**src/rtl/mips_core_pkg.sv**
```systemverilog
// Shared types for the store queue: entry layout, pointer type and dispatch FSM states.
`ifndef ADDR_WIDTH
`define ADDR_WIDTH 32
`endif
`ifndef DATA_WIDTH
`define DATA_WIDTH 32
`endif

package mips_core_pkg;

  localparam int SQ_DEPTH   = 8;
  localparam int SQ_AL_ID_W = 6;
  localparam int ADDR_WIDTH = `ADDR_WIDTH;
  localparam int DATA_WIDTH = `DATA_WIDTH;

  // Index bits plus one wrap bit, so full and empty are distinguishable.
  typedef logic [$clog2(SQ_DEPTH):0] sq_ptr_t;

  typedef enum logic {
    SQ_IDLE = 1'b0,
    SQ_REQ  = 1'b1
  } sq_state_e;

  typedef struct packed {
    logic                  valid;
    logic                  resolved;
    logic                  retired;
    logic [SQ_AL_ID_W-1:0] active_list_id;
    logic [ADDR_WIDTH-1:0] addr;
    logic [DATA_WIDTH-1:0] data;
  } sq_entry_t;

endpackage

```
**src/rtl/sq_bypass_search.sv**
```systemverilog
// Age-ordered store-to-load search: walks entries from just below lookup_tail down to head,
// stopping at the first resolved address match or the first unresolved store.
module sq_bypass_search
  import mips_core_pkg::*;
#(
  parameter int DEPTH  = 8,
  parameter int ADDR_W = 32,
  parameter int DATA_W = 32,
  localparam int IDX_W = $clog2(DEPTH),
  localparam int PTR_W = IDX_W + 1
) (
  input  logic              lookup_valid,
  input  logic [ADDR_W-1:0] lookup_addr,
  input  logic [PTR_W-1:0]  lookup_tail,
  input  logic [PTR_W-1:0]  head,
  input  logic [DEPTH-1:0]  entry_valid,
  input  logic [DEPTH-1:0]  entry_resolved,
  input  logic [ADDR_W-1:0] entry_addr [DEPTH],
  input  logic [DATA_W-1:0] entry_data [DEPTH],
  output logic              hit,
  output logic [IDX_W-1:0]  hit_index,
  output logic [DATA_W-1:0] hit_data,
  output logic              unknown
);

  logic [PTR_W-1:0] span;
  logic [IDX_W-1:0] idx;
  logic             done;

  assign span = lookup_tail - head;

  always_comb begin
    hit       = 1'b0;
    hit_index = '0;
    hit_data  = '0;
    unknown   = 1'b0;
    done      = 1'b0;
    idx       = '0;
    for (int k = 0; k < DEPTH; k++) begin
      idx = lookup_tail[IDX_W-1:0] - IDX_W'(k + 1);
      if (lookup_valid && !done && (PTR_W'(k) < span) && entry_valid[idx]) begin
        // An unresolved store younger than any match could alias the load.
        if (!entry_resolved[idx]) begin
          unknown = 1'b1;
          done    = 1'b1;
        end else if (entry_addr[idx] == lookup_addr) begin
          hit       = 1'b1;
          hit_index = idx;
          hit_data  = entry_data[idx];
          done      = 1'b1;
        end
      end
    end
  end

endmodule

```
**src/rtl/store_queue_ctrl.sv**
```systemverilog
// In-order store queue: allocates at tail, resolves via exec, retires in order at ret,
// writes retired stores to the d-cache from head, and answers load bypass lookups.
module store_queue_ctrl
  import mips_core_pkg::*;
#(
  parameter int DEPTH   = 8,
  parameter int ADDR_W  = `ADDR_WIDTH,
  parameter int DATA_W  = `DATA_WIDTH,
  parameter int AL_ID_W = 6,
  localparam int IDX_W  = $clog2(DEPTH),
  localparam int PTR_W  = IDX_W + 1
) (
  input  logic               clk,
  input  logic               rst_n,
  input  logic               alloc_valid,
  input  logic [AL_ID_W-1:0] alloc_active_list_id,
  output logic               alloc_ready,
  output logic [IDX_W-1:0]   alloc_index,
  input  logic               exec_valid,
  input  logic [IDX_W-1:0]   exec_index,
  input  logic [ADDR_W-1:0]  exec_addr,
  input  logic [DATA_W-1:0]  exec_data,
  input  logic               retire_valid,
  input  logic [AL_ID_W-1:0] retire_active_list_id,
  output logic               retire_mismatch,
  input  logic               flush,
  output logic               dispatch_valid,
  output logic [IDX_W-1:0]   dispatch_index,
  output logic [ADDR_W-1:0]  dispatch_addr,
  output logic [DATA_W-1:0]  dispatch_data,
  input  logic               cache_done,
  input  logic               lookup_valid,
  input  logic [ADDR_W-1:0]  lookup_addr,
  input  logic [PTR_W-1:0]   lookup_tail,
  output logic               bypass_hit,
  output logic [IDX_W-1:0]   bypass_index,
  output logic [DATA_W-1:0]  bypass_data,
  output logic               bypass_unknown,
  output sq_state_e          dbg_state
);

  // Handshakes: an allocation happens on a cycle with alloc_valid && alloc_ready; a cache
  // write is offered while dispatch_valid is high, held stable, and ends on cache_done.
  typedef logic [PTR_W-1:0] ptr_t;
  localparam ptr_t PTR_ONE = ptr_t'(1);

  ptr_t             head_q, ret_q, tail_q, live_cnt;
  logic [IDX_W-1:0] head_idx, ret_idx, tail_idx;
  logic [DEPTH-1:0] valid_q, resolved_q, retired_q, flush_mask;
  logic [AL_ID_W-1:0] id_q   [DEPTH];
  logic [ADDR_W-1:0]  addr_q [DEPTH];
  logic [DATA_W-1:0]  data_q [DEPTH];
  sq_state_e        state_q, state_d;
  logic             full, do_alloc, do_exec, retire_ok, do_retire, do_free;

  assign head_idx = head_q[IDX_W-1:0];
  assign ret_idx  = ret_q[IDX_W-1:0];
  assign tail_idx = tail_q[IDX_W-1:0];

  assign full        = (head_idx == tail_idx) && (head_q[IDX_W] != tail_q[IDX_W]);
  assign alloc_ready = !full;
  assign alloc_index = tail_idx;

  assign do_alloc        = alloc_valid && !full && !flush;
  assign do_exec         = exec_valid && valid_q[exec_index] && !flush;
  assign retire_ok       = retire_valid && (ret_q != tail_q) &&
                           (id_q[ret_idx] == retire_active_list_id);
  assign retire_mismatch = retire_valid && !retire_ok;
  assign do_retire       = retire_ok && !flush;
  assign do_free         = (state_q == SQ_REQ) && cache_done;

  // Entries in [ret, tail) are the ones a flush squashes.
  assign live_cnt = tail_q - ret_q;
  always_comb begin
    flush_mask = '0;
    for (int i = 0; i < DEPTH; i++) begin
      flush_mask[i] = ({1'b0, IDX_W'(IDX_W'(i) - ret_idx)} < live_cnt);
    end
  end

  always_ff @(posedge clk or negedge rst_n) begin
    if (!rst_n) begin
      head_q <= '0;
      ret_q  <= '0;
      tail_q <= '0;
    end else begin
      if (flush) begin
        tail_q <= ret_q;
      end else begin
        if (do_alloc)  tail_q <= tail_q + PTR_ONE;
        if (do_retire) ret_q  <= ret_q + PTR_ONE;
      end
      if (do_free) head_q <= head_q + PTR_ONE;
    end
  end

  always_ff @(posedge clk or negedge rst_n) begin
    if (!rst_n) begin
      valid_q    <= '0;
      resolved_q <= '0;
      retired_q  <= '0;
    end else begin
      if (do_alloc) begin
        valid_q[tail_idx]    <= 1'b1;
        resolved_q[tail_idx] <= 1'b0;
        retired_q[tail_idx]  <= 1'b0;
      end
      if (do_exec)   resolved_q[exec_index] <= 1'b1;
      if (do_retire) retired_q[ret_idx]     <= 1'b1;
      if (flush)     valid_q <= valid_q & ~flush_mask;
      if (do_free) begin
        valid_q[head_idx]   <= 1'b0;
        retired_q[head_idx] <= 1'b0;
      end
    end
  end

  always_ff @(posedge clk) begin
    if (do_alloc) id_q[tail_idx] <= alloc_active_list_id;
    if (do_exec) begin
      addr_q[exec_index] <= exec_addr;
      data_q[exec_index] <= exec_data;
    end
  end

  always_ff @(posedge clk or negedge rst_n) begin
    if (!rst_n) state_q <= SQ_IDLE;
    else        state_q <= state_d;
  end

  always_comb begin
    state_d = state_q;
    case (state_q)
      SQ_IDLE: if ((head_q != ret_q) && resolved_q[head_idx]) state_d = SQ_REQ;
      SQ_REQ:  if (cache_done) state_d = SQ_IDLE;
      default: state_d = SQ_IDLE;
    endcase
  end

  always_comb begin
    dispatch_valid = (state_q == SQ_REQ);
    dispatch_index = head_idx;
    dispatch_addr  = addr_q[head_idx];
    dispatch_data  = data_q[head_idx];
    dbg_state      = state_q;
  end

  assert property (@(posedge clk) disable iff (!rst_n)
    (state_q == SQ_REQ) |-> (resolved_q[head_idx] && retired_q[head_idx]));

  sq_bypass_search #(
    .DEPTH (DEPTH),
    .ADDR_W(ADDR_W),
    .DATA_W(DATA_W)
  ) u_bypass (
    .lookup_valid  (lookup_valid),
    .lookup_addr   (lookup_addr),
    .lookup_tail   (lookup_tail),
    .head          (head_q),
    .entry_valid   (valid_q),
    .entry_resolved(resolved_q),
    .entry_addr    (addr_q),
    .entry_data    (data_q),
    .hit           (bypass_hit),
    .hit_index     (bypass_index),
    .hit_data      (bypass_data),
    .unknown       (bypass_unknown)
  );

endmodule

```
**config.mk**
```make
export PLATFORM = sky130hd
export DESIGN_NAME = store_queue_ctrl
export DESIGN_NICKNAME = d
export VERILOG_FILES = /design/src/rtl/mips_core_pkg.sv /design/src/rtl/sq_bypass_search.sv /design/src/rtl/store_queue_ctrl.sv
export SDC_FILE = /design/constraint.sdc
export NUM_CORES = 2
export LEC_CHECK = 0
export CAP_MARGIN = 5
export CORE_ASPECT_RATIO = 1.5
export CORE_UTILIZATION = 40
export DETAILED_ROUTE_END_ITERATION = 8
export PLACE_DENSITY_LB_ADDON = 0.2
export SYNTH_ARGS = -nofsm -noshare
export SYNTH_HDL_FRONTEND = slang
export SYNTH_SLANG_ARGS = --single-unit
```
**constraint.sdc**
```tcl
create_clock -name clk -period 10.8 [get_ports clk]
set_clock_uncertainty 0.05 [all_clocks]
set_input_delay 2.16 -clock clk [delete_from_list [all_inputs] [get_ports clk]]
set_output_delay 2.16 -clock clk [all_outputs]
set_load 0.005 [all_outputs]
```
# Word-level counts from Yosys, hierarchy flattened
# Memories as Yosys holds them, arrays and structs flattened.
# Cells that the tools add are included.
# W data, S select, Z words.
dict set report totals {
  inputBits 123
  ff_bits 541
  n_memories 1
  mem_bits_rw 48
  wordCells 387
  out_inout_bits 111
}
# name depth width rd rd_clocked_by_memory_dff wr line_no
set memory_table {}
lappend memory_table {id_q 8 6 1 0 1 store_queue_ctrl.sv:50} ;# logic [AL_ID_W-1:0] id_q [DEPTH];
dict set report op_classes {
  muxes 220
  reduce_logical 50
  bitwise 20
  eq_ne 13
  n_addsub 20
  order_cmp 41
}
# operator count
set ops {}
lappend ops {{$mux W32} 61}
lappend ops {{$bmux W32 S3} 18}
lappend ops {{$bwmux W256} 2}
lappend ops {{$eq A32 B32 Y1} 8}
lappend ops {{$demux W32 S3} 1}
lappend ops {{$mux W1} 85}
lappend ops {{$mux W3} 24}
lappend ops {{$bmux W1 S3} 18}
lappend ops {{$lt A3 B4 Y1 const B} 11}
lappend ops {{$ge A4 B4 Y1 const B} 10}
lappend ops {{$mux W8} 5}
lappend ops {{$not A3 Y4} 10}
lappend ops {{$logic_and A1 B1 Y1} 38}
lappend ops {{$lt A3 B4 Y1} 8}
lappend ops {{$and A8 B8 Y8} 3}
lappend ops {{$not A8 Y8} 3}
lappend ops {{$lt A3 B4 Y1 const A} 4}
lappend ops {{$or A8 B8 Y8} 2}
lappend ops {{$add A4 B1 Y4 const B} 3}
lappend ops {{$sub A3 B3 Y3 const A} 4}
lappend ops {{$sub A3 B3 Y3 const B} 4}
lappend ops {{$logic_not A1 Y1} 10}
lappend ops {{$demux W1 S3} 3}
lappend ops {{$ge A3 B1 Y1 const B} 3}
lappend ops {{other kinds (17)} 26}

# Logic depth before layout (Yosys ltp)
dict set report depth {
  ltp_word 44
  mapped_depth 26
  ltp_nobuf 14
}

# By module
# Synthesis repeated with hierarchy kept, for this count alone.
dict set report unflattened {
  hier_cells 3925
  area_unflattened_um2 49085.8
}
# mod cells_per_inst instances area_each_um2
set modules_own_cells {}
lappend modules_own_cells {sq_bypass_search 2731 1 26007.4}
lappend modules_own_cells {store_queue_ctrl 1194 1 23078.4}

# Least setup slack after synthesis
# Ideal clock, no wire load.
dict set report synth_timing {
  kind {input to output}
  from {input port lookup_tail[1]}
  to {output port bypass_data[21]}
  path_stages 25
  t_arrival_ns 7.830
  slack_ns 0.760
  cell_sequence {buf_2 > buf_2 > buf_4 > buf_4 > buf_2 > buf_1 > buf_1 > clkbuf_1 > inv_1 > ha_1 > buf_4 > buf_2 > buf_2 > clkbuf_1 > mux4_2 > a2111oi_0 > nand4_1 > nor4_2 > a21oi_1 > nand3_2 > buf_6 > buf_6 > o22ai_1 > a2111oi_0 > o21ai_1}
}
dict set report synth_between {
  elab_chain_len 44
  word_cells_on_any_way 187
  cone_classes {add/sub: 8; order compare: 8; eq/ne: 8; mux: 125; bitwise: 8; reduce/logical: 30}
}
# element line_no
set synth_rtl {}
lappend synth_rtl {{start, declared} store_queue_ctrl.sv:34} ;# input logic [PTR_W-1:0] lookup_tail,
lappend synth_rtl {{$sub A3 B1 Y3} sq_bypass_search.sv:40} ;# idx = lookup_tail[IDX_W-1:0] - IDX_W'(k + 1);
lappend synth_rtl {{$not A3 Y4 (not written as such)} {sq_bypass_search.sv:46, sq_bypass_search.sv:49}}
lappend synth_rtl {{$bmux W32 S3} sq_bypass_search.sv:46} ;# end else if (entry_addr[idx] == lookup_addr) begin
lappend synth_rtl {{$mux W32 (not written as such) (2 in a row)} sq_bypass_search.sv:46}
lappend synth_rtl {{$eq A32 B32 Y1} sq_bypass_search.sv:46}
lappend synth_rtl {{$mux W1} sq_bypass_search.sv:46}
lappend synth_rtl {{$mux W1} sq_bypass_search.sv:43} ;# if (!entry_resolved[idx]) begin
lappend synth_rtl {{$mux W1} sq_bypass_search.sv:41} ;# if (lookup_valid && !done && (PTR_W'(k) < span) && entry_valid[idx]) begin
lappend synth_rtl {{[... 21 more ...]} -}
lappend synth_rtl {{$logic_and A1 B1 Y1 (3 in a row)} sq_bypass_search.sv:41}
lappend synth_rtl {{$mux W1} sq_bypass_search.sv:41}
lappend synth_rtl {{$logic_not A1 Y1} sq_bypass_search.sv:41}
lappend synth_rtl {{$logic_and A1 B1 Y1 (3 in a row)} sq_bypass_search.sv:41}
lappend synth_rtl {{$mux W1} sq_bypass_search.sv:41}
lappend synth_rtl {{$logic_not A1 Y1} sq_bypass_search.sv:41}
lappend synth_rtl {{$logic_and A1 B1 Y1 (3 in a row)} sq_bypass_search.sv:41}
lappend synth_rtl {{$mux W32 (*)} sq_bypass_search.sv:41}
lappend synth_rtl {{end, declared} store_queue_ctrl.sv:37} ;# output logic [DATA_W-1:0] bypass_data,
# Every way passes the cells marked *; elsewhere a longest branch is shown, timed or not. The select of a mux whose other input is x is not followed.

# Worst setup path after layout
dict set report layout_timing {
  from {input port lookup_tail[1]}
  to {output port bypass_index[0]}
}
dict set report layout_between {
  elab_chain_len 44
  word_cells_on_any_way 163
  cone_classes {add/sub: 8; order compare: 8; eq/ne: 8; mux: 101; bitwise: 8; reduce/logical: 30}
}
# element line_no
set layout_rtl {}
lappend layout_rtl {{$sub A3 B1 Y3} sq_bypass_search.sv:40}
lappend layout_rtl {{$not A3 Y4 (not written as such)} sq_bypass_search.sv:46}
lappend layout_rtl {{$bmux W32 S3} sq_bypass_search.sv:46}
lappend layout_rtl {{$mux W32 (not written as such) (2 in a row)} sq_bypass_search.sv:46}
lappend layout_rtl {{$eq A32 B32 Y1} sq_bypass_search.sv:46}
lappend layout_rtl {{$mux W1} sq_bypass_search.sv:46}
lappend layout_rtl {{$mux W1} sq_bypass_search.sv:43}
lappend layout_rtl {{$mux W1} sq_bypass_search.sv:41}
lappend layout_rtl {{[... 21 more ...]} -}
lappend layout_rtl {{$logic_and A1 B1 Y1 (3 in a row)} sq_bypass_search.sv:41}
lappend layout_rtl {{$mux W1} sq_bypass_search.sv:41}
lappend layout_rtl {{$logic_not A1 Y1} sq_bypass_search.sv:41}
lappend layout_rtl {{$logic_and A1 B1 Y1 (3 in a row)} sq_bypass_search.sv:41}
lappend layout_rtl {{$mux W1} sq_bypass_search.sv:41}
lappend layout_rtl {{$logic_not A1 Y1} sq_bypass_search.sv:41}
lappend layout_rtl {{$logic_and A1 B1 Y1 (3 in a row)} sq_bypass_search.sv:41}
lappend layout_rtl {{$mux W3 (*)} sq_bypass_search.sv:41}
lappend layout_rtl {{end, declared} store_queue_ctrl.sv:36} ;# output logic [IDX_W-1:0] bypass_index,
# Marked as above.

==> results.yml <==
global_route:
  grt_pass1_wl_mm: 265.0
  grt-ovfl-total: 0
  grt_max_degree: 143
  groute.usage.overall_pct: 30.06
  grt_pass1_vias: 36912
  antenna_found_initial: 8
yosys:
  syn_nets: 4036
  synth_async_sr_flop_share_pct: 4.924
  ys_types: 94
  synth_largest_area_cell: "edfxtp_1"
  syn_area_per_cell_um2: 12.40
  synth-seq-area-share_pct: 36.41
  synth_edf_count: 560
  synthCells: 3886
  yosysWarningCount: 0
  synth-main-ff-cell: "edfxtp_1"
  netlist_area_um2: 48170
  ys_top_cells_by_area: "edfxtp_1, mux4_2, nand2_1"
  synth_seq_cells: 589
  netlist.area_leader.share_pct: 34.91
timing:
  finalCritPeriodShare_pct: 100.7
  hold_viol: 0
  timing.final.ws_setup_ns: -0.07786
  final.min_clock_period_ns: 10.88
  drv_slew: 0
  whs_ns: 0.5243
  fmax_mhz: 91.93
  worst_pin_slew_ns: 1.264
  setup_viol: 1
  slew-limit-headroom_pct: 15.10
placed_design:
  gp_congestion: 1.141
  place_hpwl_mm: 129.8
  port_buffers: 233
  placed_area_um2: 52070
  pre_cts_slack_ns: 0.3843
critical_path:
  critPathRequiredTime_ns: 8.59
  ff2ff_setup_slack_ns: 6.80
  cp-start-kind: "input pin"
  path_class: "input pin to output pin"
  crit_fanout: 130
  end_kind: "output pin"
  crit_arrival_ns: 8.67
final_layout:
  nets: 4104
  multi_input_area_um2: 28890
  final_cell_mix: "nand2_1, mux4_2, edfxtp_1"
  drive_gt1_share_pct: 23.94
  fill_cells: 10850
  syn2layout_area_growth_pct: 12.23
  final_common_cell: "nand2_1"
  seq_area_um2: 17550
  fin_area_um2: 54060
hold_path:
  worstHoldPathType: "register to register"
clock_tree:
  clk_latency_ns: 0.68
  cts_resized: 0
  cts_root_buf: "clkbuf_16"
  clockBufferDepth: 3
  cts_buffers: 61
  htreeDepth: 2
  clock-sinks: 589
  path_clk_slew_ns: 0.07
  cts_setup_buffers: 0
  cts_hold_buf: 0
  cts_tree: "built"
die:
  coreArea_um2: 119300
  die_w_um: 285.4
  rows: 155
  start_util_pct: 40.39
  die_h_um: 427.0
  num_io_pins: 234
  dieArea_um2: 121900
route:
  wl_mm: 185.3
  drt_iter0_drc: 4008
  drtAntennaViolNets: 0
  firstDrtPassIters: 8
  vias: 37418
  via_per_inst: 6.713
  drcViolationCount: 0
  routedWlPerCell_um: 33.25
run:
  drv_cap: 0
pwr:
  peakVddDrop_mv: 0.1669
  power.leakage_nw: 18.28
  p_per_area_nw_per_um2: 157.2
  power.total_w: 0.008497
run_status:
  run_status: "finished, violations left"
  violations: "negative setup slack"
## registers in the layout (all words and copies together), names as in the netlist
register and count:
head_q 4, ret_q 4, dbg_state 1, tail_q 4, resolved_q 8, addr_q 256, id_q 48, valid_q 8
data_q 256
## metrics by stage
stage	cells	setup TNS (ns)	util (%)
2_1_floorplan	3886	0	-
3_3_place_gp	5461	0	43.66
3_5_place_dp	5461	0	43.66
4_1_cts	5571	0	45.32
5_1_grt	5572	-0.001021	45.32
6_report	5574	-0.07786	45.33
## per-layer routing
metal  vias to the layer above  share of wire, %  global-route usage [%]  routed length [um]
met2                      1912                50                   51.38               91980
met1                     19402                36                   35.15               65900
met5                         -             0.028                       0                  51
li1                      15609                 -                       -                   -
met3                       487               7.2                   4.595               13310
met4                         8               7.6                   19.52               14100
## critical path: stages
cell and delay (ns):
buf_8 0.18, buf_12 0.24, xnor2_4 0.79, buf_4 0.46
mux2i_1 0.26, xor2_1 0.47, nand4_1 0.23, a2111oi_0 0.36
o2111ai_1 0.33, or2_0 0.49, nand2_1 0.23, nor4_4 0.06
buf_12 0.24, nor4_1 0.72, mux2i_1 0.41, clkdlybuf4s50_1 0.55
## Yosys cell counts, drive strengths merged (18+ instances only)
cell	count
nand2	777
mux4	616
edfxtp	560
mux2i	269
xnor2	241
buf	226
clkbuf	126
nor2	82
a21oi	75
o21ai	75
o22ai	67
a22oi	59
nand3	53
nand4	51
mux2	46
xor2	41
inv	40
nor3	39
nor4	32
dfrtp	29
and3	24
ha	24
a221oi	23
a2111oi	22
or3	18
## cells by family (layout without fill, tap and decap cells)
kind of cell / after synthesis / in the layout / synth area share (%)
and+or+nand+nor: 1144 / 1144 / 10.37
AOI/OAI and AO/OA: 520 / 520 / 7.794
adders and majority gates: 27 / 27 / 0.7480
buffers and inverters: 393 / 508 / 4.039
DFF: 589 / 589 / 36.41
xor gates and xnor gates: 282 / 282 / 5.174
muxes: 931 / 931 / 35.46
other: 0 / 3 / 0
## final timing paths
check                                      from                    end  cells after the start
max in group asynchronous                 rst_n  head_q[1]$_DFFE_PN0P_                      2
min                        ret_q[3]$_DFFE_PN0P_   ret_q[3]$_DFFE_PN0P_                      1
max                              lookup_tail[1]        bypass_index[0]                     16
min reg2reg                ret_q[3]$_DFFE_PN0P_   ret_q[3]$_DFFE_PN0P_                      1
max reg2reg                valid_q[6]$_DFF_PN0_  addr_q[193]$_DFFE_PP_                      7
min in group asynchronous                 rst_n  tail_q[3]$_DFFE_PN0P_                      2
## area by class of cell
type | instances | area share, %
Multi-Input combinational cell | 2904 | 53.43
Clock inverter | 43 | 0.8123
Inverter | 41 | 0.2893
Clock buffer | 67 | 2.865
Tap cell | 1570 | 3.633
Sequential cell | 589 | 32.47
Antenna cell | 3 | 0.01389
Timing Repair Buffer | 357 | 6.489
## where the power goes
part / internal [W] / switching [W]
logic: 0.00162 / 0.00194
registers: 0.00257 / 0.000190
clock network: 0.00120 / 0.000969
No activity file was read; power rests on OpenSTA's default activity.
